File: src/rtl/uart_pkg.sv
// Shared definitions for the UART transmit scheduler:
// frame layout, scheduler states and the frame builder.
package uart_pkg;

    localparam int FRAME_W = 11;
    localparam logic START_BIT = 1'b0;
    localparam logic STOP_BIT = 1'b1;
    localparam logic [FRAME_W-1:0] IDLE_FRAME = '1;

    typedef enum logic [2:0] {
        ST_IDLE,
        ST_LOAD,
        ST_WAIT_BUSY,
        ST_WAIT_DONE,
        ST_GAP
    } sched_state_t;

    function automatic logic parity_bit(
        input logic [7:0] data,
        input logic       odd
    );
        return (^data) ^ odd;
    endfunction

    // Bit 0 leaves the shifter first: start, data LSB..MSB, bit 9, stop.
    function automatic logic [FRAME_W-1:0] build_frame(
        input logic [7:0] data,
        input logic       par_en,
        input logic       odd
    );
        logic bit9;
        bit9 = par_en ? parity_bit(data, odd) : STOP_BIT;
        return {STOP_BIT, bit9, data, START_BIT};
    endfunction

endpackage

File: src/rtl/uart_tx_scheduler_rr_arbiter.sv
// Round-robin requester pick; the search starts one past
// the last granted index and the pointer moves on a grant.
module rr_arbiter #(
    parameter int NUM_REQ = 4,
    localparam int IDX_W = $clog2(NUM_REQ)
) (
    input  logic               baud_clk,
    input  logic               reset_n,
    input  logic [NUM_REQ-1:0] req,
    input  logic               advance,
    output logic               pick_valid,
    output logic [IDX_W-1:0]   pick_idx,
    output logic [NUM_REQ-1:0] pick_onehot,
    output logic [IDX_W-1:0]   last_idx
);

    logic [IDX_W-1:0] cand;

    // Walk from farthest to nearest so the nearest hit wins.
    always_comb begin
        pick_valid = 1'b0;
        pick_idx = last_idx;
        cand = last_idx;
        for (int k = NUM_REQ; k >= 1; k--) begin
            cand = IDX_W'((int'(last_idx) + k) % NUM_REQ);
            if (req[cand]) begin
                pick_valid = 1'b1;
                pick_idx = cand;
            end
        end
    end

    always_comb begin
        pick_onehot = '0;
        if (pick_valid) begin
            pick_onehot[pick_idx] = 1'b1;
        end
    end

    always_ff @(posedge baud_clk or negedge reset_n) begin
        if (!reset_n) begin
            last_idx <= IDX_W'(NUM_REQ - 1);
        end else if (advance && pick_valid) begin
            last_idx <= pick_idx;
        end
    end

endmodule

File: src/rtl/uart_tx_scheduler.sv
// Shares one UART Tx frame shifter among NUM_REQ byte producers:
// arbitrate, build the frame, track busy/done, then hold an idle gap.
module uart_tx_scheduler
    import uart_pkg::*;
#(
    parameter int NUM_REQ = 4,
    parameter int PARITY_EN = 1,
    parameter int PARITY_ODD = 0,
    parameter int GAP_CYCLES = 16,
    parameter int BUSY_TIMEOUT = 8,
    localparam int IDX_W = $clog2(NUM_REQ)
) (
    input  logic                 baud_clk,
    input  logic                 reset_n,
    input  logic [NUM_REQ-1:0]   req,
    input  logic [NUM_REQ*8-1:0] req_data,
    output logic [NUM_REQ-1:0]   gnt,
    output logic [FRAME_W-1:0]   frame_out,
    output logic                 frame_load,
    input  logic                 tx_busy,
    input  logic                 tx_done,
    output logic                 sched_active,
    output logic [IDX_W-1:0]     grant_idx,
    output logic                 timeout_err
);

    localparam logic [7:0] GAP_LAST = 8'(GAP_CYCLES - 1);
    localparam logic [7:0] TMO_LAST = 8'(BUSY_TIMEOUT - 1);
    localparam logic PAR_EN = (PARITY_EN != 0);
    localparam logic PAR_ODD = (PARITY_ODD != 0);

    sched_state_t       state;
    logic [7:0]         cnt;
    logic               pick_valid;
    logic [IDX_W-1:0]   pick_idx;
    logic [NUM_REQ-1:0] pick_onehot;
    logic               advance;
    logic [7:0]         pick_byte;

    // Requests only count while idle; elsewhere they are ignored.
    assign advance = (state == ST_IDLE);
    assign pick_byte = req_data[{pick_idx, 3'b000} +: 8];

    rr_arbiter #(
        .NUM_REQ(NUM_REQ)
    ) u_arb (
        .baud_clk   (baud_clk),
        .reset_n    (reset_n),
        .req        (req),
        .advance    (advance),
        .pick_valid (pick_valid),
        .pick_idx   (pick_idx),
        .pick_onehot(pick_onehot),
        .last_idx   (grant_idx)
    );

    always_ff @(posedge baud_clk or negedge reset_n) begin
        if (!reset_n) begin
            state <= ST_IDLE;
            gnt <= '0;
            frame_load <= 1'b0;
            frame_out <= IDLE_FRAME;
            sched_active <= 1'b0;
            timeout_err <= 1'b0;
            cnt <= '0;
        end else begin
            gnt <= '0;
            frame_load <= 1'b0;
            unique case (state)
                ST_IDLE: begin
                    if (pick_valid) begin
                        gnt <= pick_onehot;
                        frame_out <= build_frame(pick_byte, PAR_EN, PAR_ODD);
                        sched_active <= 1'b1;
                        cnt <= '0;
                        state <= ST_LOAD;
                    end
                end
                ST_LOAD: begin
                    frame_load <= 1'b1;
                    cnt <= '0;
                    state <= ST_WAIT_BUSY;
                end
                // A done here means the shifter was quick; skip WAIT_DONE.
                ST_WAIT_BUSY: begin
                    if (tx_done) begin
                        cnt <= '0;
                        state <= ST_GAP;
                    end else if (tx_busy) begin
                        cnt <= '0;
                        state <= ST_WAIT_DONE;
                    end else if (cnt == TMO_LAST) begin
                        timeout_err <= 1'b1;
                        cnt <= '0;
                        state <= ST_GAP;
                    end else begin
                        cnt <= cnt + 8'd1;
                    end
                end
                ST_WAIT_DONE: begin
                    if (tx_done) begin
                        cnt <= '0;
                        state <= ST_GAP;
                    end
                end
                ST_GAP: begin
                    if (cnt == GAP_LAST) begin
                        cnt <= '0;
                        sched_active <= 1'b0;
                        state <= ST_IDLE;
                    end else begin
                        cnt <= cnt + 8'd1;
                    end
                end
                default: begin
                    cnt <= '0;
                    sched_active <= 1'b0;
                    state <= ST_IDLE;
                end
            endcase
        end
    end

endmodule

File: config.mk
export PLATFORM = sky130hd
export DESIGN_NAME = uart_tx_scheduler
export DESIGN_NICKNAME = d
export VERILOG_FILES = /design/src/rtl/uart_pkg.sv /design/src/rtl/uart_tx_scheduler_rr_arbiter.sv /design/src/rtl/uart_tx_scheduler.sv
export SDC_FILE = /design/constraint.sdc
export NUM_CORES = 1
export LEC_CHECK = 0
export CORE_MARGIN = 2
export CORE_UTILIZATION = 43
export DETAILED_ROUTE_END_ITERATION = 16
export GPL_TIMING_DRIVEN = 0
export HOLD_SLACK_MARGIN = 0.08
export PLACE_DENSITY_LB_ADDON = 0.1
export REMOVE_ABC_BUFFERS = 1
export SLEW_MARGIN = 20
export SYNTH_ARGS = -nofsm -noshare
export SYNTH_HDL_FRONTEND = slang
export SYNTH_SLANG_ARGS = --single-unit
File: constraint.sdc
create_clock -name baud_clk -period 2 [get_ports baud_clk]
set_clock_uncertainty 0.1 [all_clocks]
set_input_delay 0.2 -clock baud_clk [delete_from_list [all_inputs] [get_ports baud_clk]]
set_output_delay 0.2 -clock baud_clk [all_outputs]
set_load 0.01 [all_outputs]
Yosys cells after proc, flatten, opt, wreduce, memory -nomap -nowiden
Index checks and enable logic that the tools add are counted.

Bits in registers: 30. Logic and storage cells: 81. Bits of input ports: 40. Output and inout bits: 20.

Muxes and demuxes: 38. Reductions and logical operators: 10. $lt $le $gt $ge: 6. Bitwise logic cells: 3. Add/subtract/negate cells: 5. Shift operators: 1. Eq/ne operators: 10.

Operators by type and width (count): 8-bit 2-to-1 mux (6); 8-bit one-hot mux with 4 select lines (1); 32-bit by 6-bit indexed part select with 8-bit output (1); 3-bit 2-to-1 mux (6); 2-bit by 3-bit less-than comparator with 1-bit output, second input constant (5); 3-bit one-hot mux with 5 select lines (1); 1-bit 2-to-1 mux (12); 8-bit by 1-bit adder with 8-bit output, second input constant (1); 1-bit binary-select mux with 2-bit select (4); 8-bit by 3-bit equality test with 1-bit output, second input constant (1); 8-bit by 4-bit equality test with 1-bit output, second input constant (1); 2-bit 2-to-1 mux (4); 4-bit 2-to-1 mux (2); 4-bit AND reduction (2); 8-bit XOR reduction (1); 3-bit by 2-bit equality test with 1-bit output, second input constant (2); 2-bit inequality test, second input constant (3); 2-bit by 1-bit adder with 2-bit output, second input constant (2); 2-bit adder, second input constant (2); 4-bit inequality test, second input constant (1); 2-bit AND reduction (2); 3-bit by 1-bit equality test with 1-bit output, second input constant (1); 3-bit equality test, second input constant (1); 3-bit zero test (1); 7 further kinds (10).

Depth between registers and ports, before layout
Gate-level depths: netlist of the first run.

Depth after elaboration: 13. Gate-level depth with buffers: 8. Gate-level depth less buffers: 7.

Hierarchy
Synthesis of the first run repeated with hierarchy kept, for this count alone.

Cells, all modules: 164. Area total of the unflattened synthesis: 1820.5 µm².

By module, submodules not included: uart_tx_scheduler (cells an instance 131, instances 1, area an instance 1574.0 µm², seq. area each 713.2 µm²); rr_arbiter (cells an instance 33, instances 1, area an instance 246.5 µm², seq. area each 52.6 µm²).

Least setup slack after synthesis of the first run
Ideal clock, no wire load.

Path kind: register -> register. From: register u_arb.last_idx[0]. To: register frame_out[4]. Clock period less this slack: 2.284 ns. Required time: 1.818 ns. Path buffers: 1. Arrival time: 2.102 ns. Cell stages (with the launch flop): 7. Path slack: -0.284 ns. Library setup time: 0.082 ns. Cells stage by stage: dfstp_2 > or2b_1 > o21ai_2 > a221oi_4 > buf_6 > mux4_2 > mux2_2.

Longest elaborated chain between the ends: 8. Elaborated cells between the ends (all ways): 22. Classes of those cells: add/sub: 4; shift: 1; mux: 16; reduce/logical: 1.

Ends and longest elaborated chain: from (decl) (line uart_tx_scheduler_rr_arbiter.sv:14) `output logic [IDX_W-1:0] last_idx`; from (signal assigned) (line uart_tx_scheduler_rr_arbiter.sv:42) `last_idx <= IDX_W'(NUM_REQ - 1);`; from (signal assigned) (line uart_tx_scheduler_rr_arbiter.sv:44) `last_idx <= pick_idx;`; 2-bit by 1-bit adder with 2-bit output (line uart_tx_scheduler_rr_arbiter.sv:25) `cand = IDX_W'((int'(last_idx) + k) % NUM_REQ);`; 1-bit binary-select mux with 2-bit select (line uart_tx_scheduler_rr_arbiter.sv:26) `if (req[cand]) begin`; 1-bit 2-to-1 mux (implied by the code) (line uart_tx_scheduler_rr_arbiter.sv:26); 2-bit 2-to-1 mux or 1-bit 2-to-1 mux (tied branches) (4 in a row) (line uart_tx_scheduler_rr_arbiter.sv:26); 32-bit by 6-bit indexed part select with 8-bit output or 2-bit AND reduction (tied branches); to (signal assigned) (line uart_tx_scheduler.sv:73) `frame_out <= build_frame(pick_byte, PAR_EN, PAR_ODD);`; to (decl) (line uart_tx_scheduler.sv:18) `output logic [FRAME_W-1:0] frame_out,`.

Parallel ways exist; a longest one is shown, timed or not. The select of a mux whose other input is x is not followed. A chain may end at the register's enable or synchronous reset.

Worst setup path in the final report of the first run
From: register u_arb.last_idx[0]. To: register frame_out[5].

Same word-level chain as after synthesis.

==> results.json, run 1 <==
{
  "crit_type": "flop to flop",
  "max-cap-violations": 0,
  "ys_ff_latch": 30,
  "synthCells": 176,
  "hold_viol": 0,
  "tightest_slew_ns": 0.651,
  "clock_latency_ns": 0.28,
  "synth_commonest_cells": "26 x xnor2_1, 18 x dfrtp_1, 12 x dfstp_2, 10 x nand2_1, 8 x mux2_2",
  "hold_slack_ns": 0.365,
  "initial_utilization_pct": 45.1,
  "antenna_left": 0,
  "required_ns": 2.11,
  "yosysSeqAreaShare_pct": 38.8,
  "grt.total_usage_pct": 19.7,
  "ys_async_sr_fraction_pct": 100,
  "wl_per_cell_um": 15.5,
  "fp.dieW_um": 71.8,
  "pre_cts_slack_ns": -0.844,
  "yosysTopAreaCellShare_pct": 22.8,
  "ios": 60,
  "fin_crit_ns": 2.22,
  "fin_nets": 292,
  "cts_tree": "done",
  "p_int_uw": 2590,
  "hold_path_class": "flop to flop",
  "finalWorstSetupSlack_ns": -0.217,
  "slowest_delay_ns": 0.56,
  "synth.most_common_cell": "xnor2_1",
  "grt_pass1_vias": 1732,
  "powerDensity_nw_per_um2": 1310,
  "critPathTopFamily": "multiplexers",
  "path_clk_slew_ns": 0.07,
  "routed_wl_um": 4710,
  "drive_gt1_share_pct": 31.3,
  "path_cells": "or2b_1, o21ai_2, a221oi_4, buf_12, mux4_2, mux2_4",
  "grt_max_degree": 31,
  "cp.arrival_ns": 2.33,
  "dr.first_iter.drc_count": 81,
  "max_freq_mhz": 451,
  "status": "complete, but fails checks",
  "synth_edf_count": 0,
  "cts_buffers": 5,
  "switching_share_pct": 32.9,
  "p_seq_share_pct": 28.0,
  "antenna_found_initial": 0,
  "yosys-top-cells-area": "dfrtp_1 23%, dfstp_2 16%, xnor2_1 12%",
  "vias": 1684,
  "finalSetupViolations": 16,
  "avgSynthCellArea_um2": 11.2,
  "yosys_warnings": 0,
  "fin_crit_sh_pct": 111,
  "cpMaxStageDelayCell": "dfstp_2",
  "clockPowerShare_pct": 19.8,
  "final_max_slew_viol_count": 0,
  "yosysTopAreaCell": "dfrtp_1",
  "max-slew-margin-rel_pct": 56.6,
  "violations": "setup timing",
  "grt_first_pass_wirelength_um": 7890,
  "p_sw_uw": 1270,
  "p_leak_uw": 0.00122,
  "hpwl_um": 3280,
  "path_buf_inv": 1,
  "ys_types": 49,
  "ir_worst_vdd_mv": 0.528,
  "cts-root-buf": "clkbuf_8",
  "cts_max_level": 2,
  "syn_to_final_growth_pct": 49.5,
  "post-route-util_pct": 67.4,
  "synthFlopType": "dfrtp_1",
  "final.setup.tns_ns": -2.18,
  "syn_area_um2": 1980,
  "clockBufferDepth": 2,
  "total_power_uw": 3860,
  "die_h_um": 71.8,
  "grt_setup_unrepaired": "yes",
  "place_congestion": 0.730,
  "critPathMaxFanout": 9,
  "end_kind": "flop",
  "first_pass_iters": 4,
  "startpoint_type": "flop",
  "antenna_cells": 0,
  "comb_power_share_pct": 52.1,
  "routed_via_density": 5.54,
  "dieArea_um2": 5150,
  "post-route-drc-count": 0,
  "rows": 24,
  "io_buffers": 58,
  "numClockSinks": 30,
  "coreArea_um2": 4380,
  "grt_overflow_total": 0
}
[power by group through the flow]
stage,Sequential (µW),Combinational (µW),Clock [µW]
6_report,1080,2010,765
5_1_grt,1120,2160,808
3_5_place_dp,1100,1660,0
4_1_cts,1090,1920,776
3_3_place_gp,1090,1620,0
2_1_floorplan,1150,974,0
[metrics by stage]
step	area, µm²	instances
after floorplan	1920	168
after global placement	2560	278
after detailed placement	2560	278
after CTS	2880	299
after global routing	2950	304
final	2950	304
[flip-flops by register name, indices dropped and copies added, names as in the netlist]
name            cells
gnt                 4
frame_load          1
u_arb.last_idx      2
sched_active        1
timeout_err         1
cnt                 8
frame_out          10
state               3
[cell families (layout without fill, tap and decap cells)]
kind of cell               count (synthesis)  in the layout  share of synthesized area (%)
adders and majority gates                  1              1                          0.633
xor gates and xnor gates                  28             28                           12.4
and+or+nand+nor                           49             49                           15.1
muxes                                     17             17                           14.6
other                                      1              1                          0.190
buffers and inverters                     14             89                           4.05
DFF                                       30             30                           38.8
AOI/OAI and AO/OA                         36             37                           14.2
[metal layers]
metal	GRT usage, %	wire length [µm]	vias up
met3	4.92	261	8
met4	7.76	71	0
met2	34.5	2460	64
li1	-	-	790
met1	23.3	1910	822
met5	0	0	-
[layout make-up]
type / count / area (µm²)
Fill cell: 316 / 1430
Timing Repair Buffer: 75 / 737
Clock inverter: 2 / 60.1
Clock buffer: 6 / 82.6
Tap cell: 52 / 65.1
Sequential cell: 30 / 767
Inverter: 6 / 22.5
Multi-Input combinational cell: 133 / 1220
[layout by cell type (no fill, tap or decap), types with 5 or more instances in the layout]
cell type | synthesis | final
buf_6 | 2 | 5
buf_4 | 2 | 10
a21o_1 | 6 | 5
dfstp_2 | 12 | 12
dfrtp_1 | 18 | 17
xnor2_1 | 26 | 26
mux4_2 | 7 | 8
and3_1 | 5 | 5
nand2_1 | 10 | 8
clkdlybuf4s50_1 | 0 | 57
inv_1 | 6 | 6
clkbuf_8 | 0 | 6
o21ai_2 | 2 | 5
nor2_1 | 7 | 7
o21ai_0 | 7 | 7
mux2_2 | 8 | 6
[timing repair]
item | in CTS | in global routing
buffers inserted | 11 | 5
endpoints found under the hold margin | 18 | 0
pin swaps | 7 | 6
endpoints found under the setup margin | 23 | 19
resized for setup | 18 | 7
hold buffers | 1 | 0
cloned | 1 | 0
[path summary, 6_finish.rpt]
check / cells past startpoint / slack, ns / end / from
max in group asynchronous: 2 / 0.97 / state[1]$_DFFE_PN0P_ / reset_n
max reg2reg: 6 / -0.22 / frame_out[5]$_DFFE_PN1P_ / u_arb.last_idx[0]$_DFFE_PN1P_
max: 6 / -0.22 / frame_out[5]$_DFFE_PN1P_ / u_arb.last_idx[0]$_DFFE_PN1P_
min reg2reg: 1 / 0.37 / timeout_err$_DFFE_PN0P_ / timeout_err$_DFFE_PN0P_
min: 1 / 0.37 / timeout_err$_DFFE_PN0P_ / timeout_err$_DFFE_PN0P_
min in group asynchronous: 2 / 0.38 / cnt[0]$_DFFE_PN0P_ / reset_n
Note: power is estimated with default switching activity, not from simulation.
==> run 2: changes to the inputs <==
- CORE_MARGIN: 2 -> 3
- CORE_UTILIZATION: 43 -> 30
==> run 2 against run 1 <==
  * The run still ends with setup timing left
  * Clock power is 33% lower
  * Setup slack improved by 0.032 ns
  * Combinational power hardly changed
  * Worst hold slack worse by 0.0089 ns
  * Non-clock buffer count is 1 lower
  * Via count is 4.3% lower
  * Largest cell class unchanged
==> results.json, run 2 (same netlist as run 1, synthesis figures left out) <==
{
  "cp.arrival_ns": 2.30,
  "coreArea_um2": 6130,
  "clockBufferDepth": 2,
  "hold_depth": 1,
  "fin_nets": 290,
  "fin_crit_sh_pct": 109,
  "hp-start": "timeout_err$_DFFE_PN0P_",
  "cpMaxStageDelayCell": "dfstp_2",
  "largestRegisters": "frame_out (10), cnt (8), gnt (4)",
  "hold_path_class": "flop to flop",
  "end_kind": "flop",
  "finalSetupViolations": 16,
  "fillCellCount": 556,
  "min_to": "timeout_err$_DFFE_PN0P_",
  "wl_met2_um": 2380,
  "violations": "setup timing",
  "dr.first_iter.drc_count": 62,
  "rrSetupSlack_ns": -0.19,
  "io_buffers": 58,
  "post-route-drc-count": 0,
  "cts_max_level": 2,
  "wl_per_cell_um": 15.0,
  "place_congestion": 0.781,
  "stdcell_count": 325,
  "path_buf_inv": 1,
  "grt_pass1_vias": 1662,
  "numClockSinks": 30,
  "hpwl_um": 3470,
  "cts_tree": "done",
  "first_pass_iters": 4,
  "critPathTopFamily": "multiplexers",
  "die_h_um": 87.2,
  "hold_viol": 0,
  "tightest_slew_ns": 0.687,
  "required_ns": 2.11,
  "grt_setup_unrepaired": "yes",
  "routed_via_density": 4.96,
  "max-slew-margin-rel_pct": 54.2,
  "fin_crit_ns": 2.19,
  "largest_reg_flops": 10,
  "initial_utilization_pct": 32.2,
  "reg2reg_to": "frame_out[5]$_DFFE_PN1P_",
  "syn_to_final_growth_pct": 47.6,
  "fp.dieW_um": 87.2,
  "grt_overflow_total": 0,
  "drive_gt1_share_pct": 31.6,
  "crit_type": "flop to flop",
  "timing.rr.start": "u_arb.last_idx[0]$_DFFE_PN1P_",
  "path_cells": "or2b_1, o21ai_2, a221oi_4, buf_6, mux4_2, mux2_4",
  "regMostFlops": "frame_out",
  "max_freq_mhz": 458,
  "grt.total_usage_pct": 13.7,
  "antenna_found_initial": 0,
  "placed_cells": 301,
  "powerDensity_nw_per_um2": 1240,
  "dieArea_um2": 7600,
  "grt_max_degree": 31,
  "status": "complete, but fails checks",
  "path_clk_slew_ns": 0.07,
  "vias": 1611,
  "max-cap-violations": 0,
  "slowest_delay_ns": 0.55,
  "cts_buffers": 5,
  "layout_common_cells": "57 x clkdlybuf4s50_1, 26 x xnor2_1, 17 x dfrtp_1, 12 x dfstp_2",
  "hold_slack_ns": 0.356,
  "routed_wl_um": 4880,
  "pre_cts_slack_ns": -0.845,
  "ir_worst_vdd_mv": 0.671,
  "grt_first_pass_wirelength_um": 8260,
  "ios": 60,
  "layout_commonest_cell": "clkdlybuf4s50_1",
  "rows": 28,
  "clock_latency_ns": 0.28,
  "wl_met1_um": 2250,
  "antenna_cells": 0,
  "final_max_slew_viol_count": 0,
  "reg2reg_depth": 6,
  "finalWorstSetupSlack_ns": -0.186,
  "routed-wl-met3_um": 238,
  "fin_area_um2": 2920,
  "critPathMaxFanout": 5,
  "startpoint_type": "flop",
  "p_leak_uw": 0.00117,
  "cts-root-buf": "clkbuf_8",
  "top_layer_used": "met4",
  "antenna_left": 0,
  "post_dp_cell_area_um2": 2590
}
[run 2: cell types whose count changed in the layout (fill, tap and decap cells not counted), moves of 2 or more]
cell        previous run  this run
buf_4                 10         8
buf_6                  5         7
clkinvlp_4             0         2
bufinv_16              2         0
inv_1                  6         4
[run 2: how the worst max path moves through the flow]
stage	startpoint	to	slack [ns]	cells past startpoint
after global routing	u_arb.last_idx[0]$_DFFE_PN1P_	frame_out[5]$_DFFE_PN1P_	-0.25	6
after CTS	u_arb.last_idx[0]$_DFFE_PN1P_	frame_out[5]$_DFFE_PN1P_	-0.19	6
after detailed placement	req[3]	frame_out[1]$_DFFE_PN1P_	-0.84	6
final	u_arb.last_idx[0]$_DFFE_PN1P_	frame_out[5]$_DFFE_PN1P_	-0.19	6
after floorplan	u_arb.last_idx[0]$_DFFE_PN1P_	frame_out[1]$_DFFE_PN1P_	-0.45	5
after global placement	req[3]	frame_out[1]$_DFFE_PN1P_	-0.87	6
[run 2: repair_timing]
action,CTS,global route
endpoints found under the hold margin,18,0
setup buffers,12,3
endpoints found under the setup margin,24,20
resized for setup,23,8
hold buffers,1,0
pin swaps,14,2
[run 2: where the power goes]
part | leakage (µW) | total (µW) | switching [µW] | internal (µW)
clock network | 0.0000472 | 510 | 234 | 276
logic | 0.000762 | 2010 | 853 | 1160
registers | 0.000365 | 1100 | 198 | 898
total | 0.00117 | 3620 | 1280 | 2330
[run 2: per-stage QoR]
step                      total power [µW]  TNS, ns  utilization, %
after CTS                             3560    -1.76            46.6
after detailed placement              2770   -11.26            42.2
final                                 3620    -1.80            47.6
after global routing                  3890    -3.34            47.6
after floorplan                       2120    -3.72               -
after global placement                2780   -11.69            42.3
[run 2: area by class of cell]
type | instances | area [µm²] | area share [%]
clock inverter | 2 | 12.5 | 0.429
sequential | 30 | 767 | 26.3
timing repair buffer | 74 | 724 | 24.8
inverter | 6 | 26.3 | 0.901
clock buffer | 6 | 82.6 | 2.83
multi-input combinational | 132 | 1210 | 41.5
tap | 75 | 93.8 | 3.22
[run 2: worst reg2reg max path, stage by stage (launching register included)]
cell and delay, ns:
dfstp_2 0.55, or2b_1 0.13, o21ai_2 0.07, a221oi_4 0.30, buf_6 0.18, mux4_2 0.52
mux2_4 0.27
[run 2: layer usage]
layer / track usage [%] / up-vias
li1: - / 788
met1: 18.3 / 782
met2: 23.0 / 37
met3: 3.31 / 4
met4: 1.81 / 0
met5: 0 / -
==> run 3: changes to the inputs <==
- SYNTH_HIERARCHICAL: unset -> 1
==> run 3 against run 2 <==
  * The run still ends with setup timing left
  * Cell count is 3.4% lower
  * Sequential power is essentially flat
  * Die area down 7.3%
  * Utilization is 1.5 points higher
  * Combinational power rose by 21%
  * Critical path depth grew 4
  * Critical path type unchanged
==> results.json, run 3 <==
{
  "dieArea_um2": 7040,
  "min_to": "gnt[2]$_DFF_PN0_",
  "cp.arrival_ns": 2.55,
  "place_congestion": 0.860,
  "grtUsageMet1_pct": 16.9,
  "syn_area_um2": 1820,
  "ys_async_sr_fraction_pct": 100,
  "routed_via_density": 5.01,
  "p_leak_uw": 0.00112,
  "grt.total_usage_pct": 14.0,
  "slowest_delay_ns": 0.58,
  "grt_pass1_vias": 1582,
  "numClockSinks": 30,
  "grt_util_met2_pct": 24.2,
  "io_buffers": 58,
  "multi_input_area_um2": 1070,
  "clockBufferDepth": 2,
  "grt_overflow_total": 0,
  "ff_latch_area_um2": 766,
  "hpwl_um": 3500,
  "path_cells": "nor2b_2, nor3_2, a31oi_1, a21o_2, buf_12, mux4_2, xnor2_2, xnor2_2, xnor2_1, a21oi_1",
  "finalWorstSetupSlack_ns": -0.455,
  "dr.first_iter.drc_count": 95,
  "hp-start": "req[2]",
  "cts_max_level": 2,
  "critPathMaxFanout": 8,
  "final.setup.tns_ns": -1.94,
  "ir_worst_vdd_mv": 0.690,
  "antenna_found_initial": 0,
  "syn_to_final_growth_pct": 53.1,
  "hold_depth": 3,
  "required_ns": 2.10,
  "yosys_warnings": 6,
  "placed_cells": 286,
  "cts-root-buf": "clkbuf_8",
  "crit_top_cell": "xnor2_2",
  "reg2reg_depth": 10,
  "ys_ff_latch": 30,
  "regMostFlops": "frame_out",
  "layout_commonest_cell": "clkdlybuf4s50_1",
  "fin_crit_sh_pct": 123,
  "synth.most_common_cell": "dfrtp_1",
  "use_met3_pct": 3.06,
  "rrSetupSlack_ns": -0.45,
  "timing.rr.start": "u_arb/last_idx[0]$_DFFE_PN1P_",
  "first_pass_iters": 5,
  "ios": 60,
  "fin_nets": 282,
  "clock_latency_ns": 0.28,
  "finalSetupViolations": 9,
  "path_clk_slew_ns": 0.07,
  "largestRegisters": "frame_out (10), cnt (8), gnt (4)",
  "max-cap-violations": 0,
  "cts_tree": "done",
  "cpMaxStageDelayCell": "dfstp_2",
  "routed_wl_um": 4850,
  "tightest_slew_ns": 0.688,
  "reg2reg_to": "frame_out[9]$_DFFE_PN1P_",
  "crit_type": "flop to flop",
  "synthFlopType": "dfrtp_1",
  "status": "complete, but fails checks",
  "cts_buffers": 5,
  "violations": "setup timing",
  "hold_viol": 0,
  "fp.dieW_um": 83.9,
  "yosysTopAreaCellShare_pct": 24.7,
  "vias": 1573,
  "end_kind": "flop",
  "top_usage_layer": "met2",
  "post-route-drc-count": 0,
  "fillCellCount": 522,
  "max_freq_mhz": 407,
  "grt_setup_unrepaired": "yes",
  "stdcell_count": 314,
  "avgSynthCellArea_um2": 11.1,
  "startpoint_type": "flop",
  "yosysSeqAreaShare_pct": 42.1,
  "coreArea_um2": 5680,
  "powerDensity_nw_per_um2": 1430,
  "synthCells": 164,
  "yosys-top-cells-area": "dfrtp_1 25%, dfstp_2 17%, mux4_2 9.9%",
  "grt_max_degree": 31,
  "rows": 27,
  "initial_utilization_pct": 32.1,
  "largest_reg_flops": 10,
  "antenna_left": 0,
  "synth_commonest_cells": "18 x dfrtp_1, 12 x dfstp_2, 10 x o21ai_0",
  "hold_slack_ns": 0.357,
  "max-slew-margin-rel_pct": 54.1,
  "final_max_slew_viol_count": 0,
  "hold_path_class": "input pin to flop",
  "yosysTopAreaCell": "dfrtp_1",
  "grt_first_pass_wirelength_um": 7840,
  "layout_common_cells": "53 x clkdlybuf4s50_1, 18 x dfrtp_1, 15 x buf_4, 12 x dfstp_2",
  "wl_per_cell_um": 15.4,
  "die_h_um": 83.9,
  "fin_crit_ns": 2.45,
  "synth_edf_count": 0,
  "ys_types": 46,
  "drive_gt1_share_pct": 31.8,
  "antenna_cells": 0
}
-- run 3: cell count changes in the layout (fill, tap and decap cells not counted), sizes merged, moves of 3 or more --
cell           before  now
a21o                7    2
xnor2              26    7
or3                 0    4
dlygate4sd2         0    3
clkdlybuf4s50      57   53
nor2b               1    4
buf                16   20
a21oi               3    9
-- run 3: final cells by class --
type,instances,area share [%]
timing repair buffer,78,26.9
multi-input combinational,119,38.6
sequential,30,27.5
clock buffer,8,2.87
tap,72,3.23
inverter,7,0.943
-- run 3: report_power, final --
group,leakage (µW),switching [µW],internal [µW]
Sequential,0.000369,183,893
Clock,0.0000395,217,247
Combinational,0.000713,991,1450
-- run 3: critical path, delay by kind of cell (launching register included) --
kind,cells,cell delay (ns)
DFF,1,0.58
xor gates and xnor gates,3,0.51
muxes,1,0.47
AOI/OAI and AO/OA,3,0.38
and+or+nand+nor,2,0.20
buffers and inverters,1,0.14
-- run 3: worst max-delay path by stage --
stage	from	endpoint	cells past startpoint
after floorplan	u_arb/last_idx[1]$_DFFE_PN1P_	frame_out[9]$_DFFE_PN1P_	8
after global placement	req[1]	frame_out[9]$_DFFE_PN1P_	10
after detailed placement	req[1]	frame_out[9]$_DFFE_PN1P_	10
after CTS	u_arb/last_idx[0]$_DFFE_PN1P_	frame_out[9]$_DFFE_PN1P_	10
after global routing	u_arb/last_idx[0]$_DFFE_PN1P_	frame_out[9]$_DFFE_PN1P_	10
final	u_arb/last_idx[0]$_DFFE_PN1P_	frame_out[9]$_DFFE_PN1P_	10
-- run 3: through the flow --
stage	setup slack, ns	total power (µW)	cell area, µm²	utilization [%]
after detailed placement	-1.21	3000	2430	42.8
after CTS	-0.488	3900	2700	47.6
after global placement	-1.16	2960	2440	42.9
after global routing	-0.561	4250	2790	49.1
after floorplan	-0.548	2350	1770	-
final	-0.455	3980	2790	49.1
-- run 3: repair_timing --
action	CTS	global route
buffers inserted	15	4
pin swaps	2	8
gates resized for setup	16	9
endpoints found under the hold margin	18	0
endpoints found under the setup margin	22	21
hold buffers	1	0
-- run 3: kinds of logic (layout without fill, tap and decap cells) --
kind of cell | count (synthesis) | count (layout) | synth area share [%]
DFF | 30 | 30 | 42.1
xor gates and xnor gates | 7 | 7 | 3.37
muxes | 17 | 17 | 15.5
other | 1 | 1 | 0.206
and+or+nand+nor | 51 | 51 | 16.1
buffers and inverters | 15 | 93 | 4.47
AOI/OAI and AO/OA | 42 | 42 | 17.7
adders and majority gates | 1 | 1 | 0.687
-- run 3: routing by layer --
metal / vias to the layer above / share of wire [%]
li1: 763 / -
met1: 776 / 42
met2: 29 / 54
met3: 5 / 2.7
met4: 0 / 1.0
met5: - / 0
